--- config.mk ---
export PLATFORM = sky130hd
export DESIGN_NAME = bob_retire_rd
export DESIGN_NICKNAME = d
export VERILOG_FILES = /design/src/rtl/bob_retire_rd_pkg.sv /design/src/rtl/bob_rd_skid.sv /design/src/rtl/bob_retire_rd.sv
export SDC_FILE = /design/constraint.sdc
export NUM_CORES = 1
export LEC_CHECK = 0
export CAP_MARGIN = 20
export CELL_PAD_IN_SITES_DETAIL_PLACEMENT = 1
export CELL_PAD_IN_SITES_GLOBAL_PLACEMENT = 1
export CORE_MARGIN = 4
export CORE_UTILIZATION = 40
export CTS_CLUSTER_SIZE = 12
export DETAILED_ROUTE_END_ITERATION = 8
export DONT_BUFFER_PORTS = 1
export PLACE_DENSITY_LB_ADDON = 0.1
export SETUP_SLACK_MARGIN = 0.15
export SYNTH_ARGS = -nofsm -noshare
export SYNTH_HDL_FRONTEND = slang
export SYNTH_SLANG_ARGS = --single-unit
export TNS_END_PERCENT = 10
--- constraint.sdc ---
create_clock -name clk -period 2.93 [get_ports clk]
set_input_delay 0 -clock clk [delete_from_list [all_inputs] [get_ports clk]]
set_output_delay 0 -clock clk [all_outputs]
set_load 0.005 [all_outputs]
--- src/rtl/bob_retire_rd_pkg.sv ---
// bob_retire_rd_pkg: shared bob geometry (entry width, index width, entry count).
package bob_retire_rd_pkg;
    localparam int BOB_WIDTH      = 32;
    localparam int BOB_ADDR_WIDTH = 6;
    localparam int BOB_COUNT      = 48;
endpackage

--- src/rtl/bob_rd_skid.sv ---
// bob_rd_skid: 2-entry FIFO holding retired bob entries; head is the oldest slot.
module bob_rd_skid #(
    parameter int W = 32
) (
    input  logic         clk,
    input  logic         rst,
    input  logic         push,
    input  logic         pop,
    input  logic         flush,
    input  logic [W-1:0] din,
    output logic [1:0]   cnt,
    output logic [W-1:0] head
);
    logic [W-1:0] s1;
    logic [1:0]   wr_idx;
    // A pop shifts slot 1 forward first, so the push lands behind whatever survives.
    assign wr_idx = cnt - {1'b0, pop};
    always_ff @(posedge clk) begin
        if (rst) begin
            cnt  <= 2'd0;
            head <= '0;
            s1   <= '0;
        end else begin
            if (pop) head <= s1;
            if (push && wr_idx == 2'd0) head <= din;
            if (push && wr_idx == 2'd1) s1 <= din;
            cnt <= flush ? 2'd0 : cnt + {1'b0, push} - {1'b0, pop};
        end
    end
endmodule

--- src/rtl/bob_retire_rd.sv ---
// bob_retire_rd: reads the bob head from RAM, pops one entry per cycle into a skid FIFO.
// Define BOB_RETIRE_RD_STATS_EN to add retire_count/stall_count outputs.
module bob_retire_rd
    import bob_retire_rd_pkg::*;
#(
    parameter int DATA_WIDTH = BOB_WIDTH,
    parameter int ADDR_WIDTH = BOB_ADDR_WIDTH,
    parameter int DEPTH      = BOB_COUNT
) (
    input  logic                  clk,
    input  logic                  rst,
    input  logic                  except,
    input  logic                  hasRetire,
    input  logic [ADDR_WIDTH-1:0] retire_addr,
    output logic                  doRetire,
    output logic                  read_clkEn,
    output logic [ADDR_WIDTH-1:0] read_addr,
    input  logic [DATA_WIDTH-1:0] read_data,
    output logic                  out_valid,
    output logic [DATA_WIDTH-1:0] out_data,
    input  logic                  out_ready
`ifdef BOB_RETIRE_RD_STATS_EN
    ,
    output logic [31:0]           retire_count,
    output logic [31:0]           stall_count
`endif
);
    logic [1:0] cnt;
    logic       pop;
    // The RAM address register tracks the allocator's next head, so read_data is always the head.
    assign read_clkEn = 1'b1;
    assign read_addr  = retire_addr;
    assign out_valid  = cnt != 2'd0;
    assign pop        = out_valid & out_ready;
    assign doRetire   = hasRetire & ~except & ~rst & (cnt < 2'd2 | (cnt == 2'd2 & pop));
    bob_rd_skid #(.W(DATA_WIDTH)) u_skid (
        .clk   (clk),
        .rst   (rst),
        .push  (doRetire),
        .pop   (pop),
        .flush (except),
        .din   (read_data),
        .cnt   (cnt),
        .head  (out_data)
    );
    always_ff @(posedge clk) begin
        if (!rst && hasRetire) assert (32'(retire_addr) < DEPTH);
    end
`ifdef BOB_RETIRE_RD_STATS_EN
    // A flush cycle is not counted as a stall.
    always_ff @(posedge clk) begin
        if (rst) begin
            retire_count <= '0;
            stall_count  <= '0;
        end else begin
            if (doRetire) retire_count <= retire_count + 32'd1;
            if (hasRetire & ~except & cnt == 2'd2 & ~pop) stall_count <= stall_count + 32'd1;
        end
    end
`endif
endmodule
# Yosys cells after proc, flatten, opt, wreduce, memory -nomap -nowiden
# Index checks and enable logic that the tools add are counted.
# classes
addsub,3
n_lt_le_gt_ge,1
eq_ne,2
n_mux,2
bitwise_logic,8
reduce_logical,6
# op_table
op,count
2-to-1 mux 32 bit,2
AND 1 bit,5
nonzero test 2 bit,2
subtractor 2 x 1 -> 2 bit,2
adder 2 x 1 -> 2 bit,1
"equality test 2 x 1 -> 1 bit, second input constant",1
"equality test 2 bit, second input constant",1
logical AND 1 bit,2
zero test 2 bit,1
"< comparator 2 bit, second input constant",1
NOT 1 bit,2
OR reduction 2 bit,1
OR 1 bit,1
# totals
register_bits,66
input_bits,43
output_inout_bits,41
elab_cells,25

# Logic depth before layout (Yosys ltp)
# logic_depth
depth_word,7
mapped_depth,10
ltp_nobuf,7

# By module
# From an unflattened synthesis, not the netlist that was laid out.
# unflattened
hier_cells,309
hier_area_um2,3086.7
# by_module_without_submodules
module,instances,cells_per_inst,area_per_inst_um2,seq_area_each_um2
bob_rd_skid,1,296,2992.9,1321.3
bob_retire_rd,1,13,93.8,0.0

# Worst setup path after synthesis
# Ideal clock, no wire load.
# synth_path
path_type,flip-flop to flip-flop
from,register u_skid.cnt[1]
to,register u_skid.s1[11]
arrival_time_ns,2.278
t_required_ns,2.809
setup_slack_ns,0.531
path_stages_with_launch,10
period_less_slack_ns,2.399
path_cell_list,dfxtp_1 > buf_4 > o21ai_4 > buf_2 > inv_1 > ha_1 > clkinv_1 > o2111ai_4 > buf_4 > mux2_2
# synth_between
elab_chain_cells,6
# synth_rtl
element,line_no,text
"start, declared",bob_rd_skid.sv:11,"output logic [1:0] cnt,"
"start signal, assigned",bob_rd_skid.sv:27,"cnt <= flush ? 2'd0 : cnt + {1'b0, push} - {1'b0, pop};"
"parallel branches: the longest is 5 deep, another holds subtractor 2 x 1 -> 2 bit",--,
logical AND 1 bit *,bob_rd_skid.sv:26,if (push && wr_idx == 2'd1) s1 <= din;
"end signal, assigned",bob_rd_skid.sv:26,
"end, declared",bob_rd_skid.sv:14,logic [W-1:0] s1;
# Mark *: on every way between the ends.
# A chain may end at the register's enable or synchronous reset.

# Worst setup path after layout
# layout_path
from,register u_skid.cnt[1]
to,register u_skid.head[16]
# layout_between
elab_chain_cells,7
# layout_rtl
element,line_no,text
"parallel branches: the longest is 7 deep, another holds subtractor 2 x 1 -> 2 bit",--,
"end signal, assigned",bob_rd_skid.sv:25,if (push && wr_idx == 2'd0) head <= din;
"end, declared",bob_rd_skid.sv:12,output logic [W-1:0] head
# Several ways; the timed one is not identified.

==> impl_metrics.yaml <==
floorplanning:
  core-area_um2: 7330
  pin_count: 84
  start_util: 0.418
  dieWidth_um: 95.5
  rows: 31
  dieArea_um2: 9120
  die_h_um: 95.5
critical_path:
  endpoint_kind: "flop"
  path_class: "flop to flop"
  rr_worst_depth: 6
  worstReg2RegStart: "u_skid.cnt[1]$_SDFF_PP0_"
  critPathRequiredTime_ps: 3160
  rr_endpoint: "u_skid.head[16]$_SDFFE_PP0P_"
  start_kind: "flop"
  worstPathMaxFanout: 32
  r2r_slack_ps: 460
  worstPathArrival_ps: 2700
timing:
  fin_setup_tns_ps: 0
  worstMarginPinSlew_ps: 963
  fin_crit_sh: 0.842
  whs_ps: 0.00197
  finalWorstPathRequiredPeriod_ps: 2470
  hold_violations: 0
  rsz0062_at_grt: "false"
  relSlewSlack: 0.358
  setup_violations: 0
  skew_ps: 5.93
  slew_viol_final: 0
  max_freq_ghz: 0.405
drt:
  drt_wl_total_mm: 7.71
  drt_iter0_drc: 57
  postRouteAntennaNets: 0
  dr.pass1.iters: 4
  drc_errors: 0
  dr_total_vias: 2211
  post_drt_wl_per_cell_um: 18.9
  routed_via_density: 5.42
place:
  port_buffers: 0
  hpwl_mm: 4.63
  placedInstanceArea_um2: 3110
  place_congestion: 0.725
  dp.cells: 358
layout:
  multi_input_area_um2: 1590
  diodes: 0
  final_cell_mix: "dfxtp_1, mux2i_1, nor3_1, dlygate4sd3_1, a221oi_1"
  register_area_um2: 1320
  drive_above_1_share: 0.184
  instances_no_fill: 408
  fillers: 779
  final_nets: 349
  syn2layout_area_growth_pct: 20.5
  post-route-cell-area_um2: 3690
  final_common_cell: "dfxtp_1"
clocking:
  postCtsSetupBuffers: 0
  cts_buffers: 9
  cts.sinks: 66
  ctsResizeCount: 0
  cts.path.max_buffers: 2
  clockRootBuffer: "clkbuf_8"
  cts_tree: "yes"
  h-tree-depth: 3
  clk_latency_ps: 330
  path_clk_slew_ps: 80
global_route:
  antenna_found_initial: 0
  grt.total_usage: 0.178
  grt-ovfl-total: 0
  grtUsageMet2: 0.289
  grtUsageMet3: 0.0481
  first_global_vias: 2423
  grt_pass1_wl_mm: 12.5
  grt.busiest_layer: "met2"
  gr-usage-met1: 0.224
  grt_max_degree: 71
pwr:
  clock_power_share: 0.422
  p_per_area_nw_per_um2: 545
  power.internal_mw: 1.53
  ir_drop_mv: 0.244
  leakagePower_nw: 1.58
  seq_power_share: 0.476
  netSwitchingFraction: 0.238
  comb_power_share: 0.103
  p_switching_mw: 0.479
synthesis:
  ys_seq_area_frac: 0.431
  synthesis.nets: 330
  synth_cell_types: 28
  synth_cells: 285
  yosys_warnings: 0
  ys_seq_elements: 66
  synth_area_um2: 3060
  syn_avg_cell_area_um2: 10.7
hold_path:
  hp-class: "input pin to output port"
  whs_endpoint: "read_addr[5]"
  min_path_cells: 0
  worstHoldStart: "retire_addr[5]"
flow_run:
  max_cap_violations: 0
run_status:
  outcome: "finished clean"
-- Yosys cell counts --
| cell type | count | area [um^2] |
|---|---|---|
| dfxtp_1 | 66 | 1320 |
| nor3b_1 | 1 | 7.51 |
| buf_2 | 5 | 25.0 |
| xnor2_1 | 1 | 8.76 |
| buf_6 | 1 | 11.3 |
| xor2_2 | 1 | 16.3 |
| clkinv_1 | 1 | 3.75 |
| mux2_1 | 3 | 33.8 |
| nand2_1 | 1 | 3.75 |
| mux2i_1 | 36 | 360 |
| a2111oi_4 | 1 | 27.5 |
| clkbuf_1 | 17 | 63.8 |
| or3b_4 | 1 | 11.3 |
| ha_1 | 2 | 25.0 |
| nor3b_2 | 1 | 12.5 |
| o2111ai_4 | 1 | 26.3 |
| inv_1 | 3 | 11.3 |
| nor3_1 | 33 | 165 |
| buf_4 | 10 | 75.1 |
| xnor2_2 | 1 | 16.3 |
| o2111ai_1 | 1 | 8.76 |
| conb_1 | 1 | 3.75 |
| nand2b_1 | 9 | 56.3 |
| a21oi_2 | 1 | 8.76 |
| nor2b_1 | 29 | 181 |
| a221oi_1 | 32 | 280 |
| mux2_2 | 25 | 282 |
| o21ai_4 | 1 | 16.3 |
-- what timing repair did --
item	4_1_cts	5_1_grt
setup endpoints to repair	0	0
hold endpoints to repair	66	0
hold buffers	34	0
-- worst max-delay path: stages, from the launching register on --
cell       delay (ps)
dfxtp_1           690
o21ai_4           110
inv_1              70
ha_1              290
xnor2_2           190
o2111ai_4         540
a221oi_1          450
-- final cells by class --
| cell class | count | area share |
|---|---|---|
| clock buffers | 11 | 0.0383 |
| clock inverters | 5 | 0.0210 |
| inverters | 4 | 0.00407 |
| multi-input cells | 182 | 0.430 |
| flip-flops and latches | 66 | 0.358 |
| well taps | 99 | 0.0336 |
| repair buffers | 41 | 0.115 |
-- power groups by stage --
stage,Combinational [mW],Clock [mW],Sequential (mW)
final,0.206,0.848,0.956
after global placement,0.143,0,0.977
after detailed placement,0.147,0,0.978
after CTS,0.208,0.870,0.957
after global routing,0.229,0.911,0.960
after floorplan,0.138,0,0.967
-- state kept, by name, summed over array words and instances, names as in the netlist --
register / count
u_skid.cnt: 2
u_skid.s1: 32
u_skid.head: 32
-- kinds of logic (layout without fill, tap and decap cells) --
group,after synthesis,after routing,synth area share
buffers and inverters,37,61,0.0621
adders and majority gates,2,2,0.00817
other,1,1,0.00122
DFF,66,66,0.431
xor gates and xnor gates,3,3,0.0135
and+or+nand+nor,75,75,0.143
AOI/OAI and AO/OA,37,37,0.120
muxes,64,64,0.221
-- how the worst max path moves through the flow --
| stage | endpoint | cells past startpoint | slack, ps | from |
|---|---|---|---|---|
| after global routing | u_skid.head[8]$_SDFFE_PP0P_ | 6 | 240 | u_skid.cnt[1]$_SDFF_PP0_ |
| after CTS | u_skid.head[16]$_SDFFE_PP0P_ | 6 | 410 | u_skid.cnt[1]$_SDFF_PP0_ |
| after global placement | u_skid.head[9]$_SDFFE_PP0P_ | 6 | 490 | u_skid.cnt[1]$_SDFF_PP0_ |
| after detailed placement | u_skid.head[16]$_SDFFE_PP0P_ | 6 | 410 | u_skid.cnt[1]$_SDFF_PP0_ |
| after floorplan | u_skid.s1[11]$_SDFFE_PP0P_ | 9 | 530 | u_skid.cnt[1]$_SDFF_PP0_ |
| final | u_skid.head[16]$_SDFFE_PP0P_ | 6 | 460 | u_skid.cnt[1]$_SDFF_PP0_ |
-- per-stage QoR --
step	power (mW)	util	worst slack, ps
after CTS	2.04	0.503	407
final	2.01	0.503	462
after detailed placement	1.13	0.425	413
after global routing	2.10	0.503	238
after global placement	1.12	0.425	488
after floorplan	1.11	-	531
-- routing by layer --
metal | up-vias | share of wire
met3 | 8 | 0.056
li1 | 1072 | -
met2 | 46 | 0.48
met1 | 1085 | 0.45
met5 | - | 0
met4 | 0 | 0.014
Power figures use the tool's default switching activity.
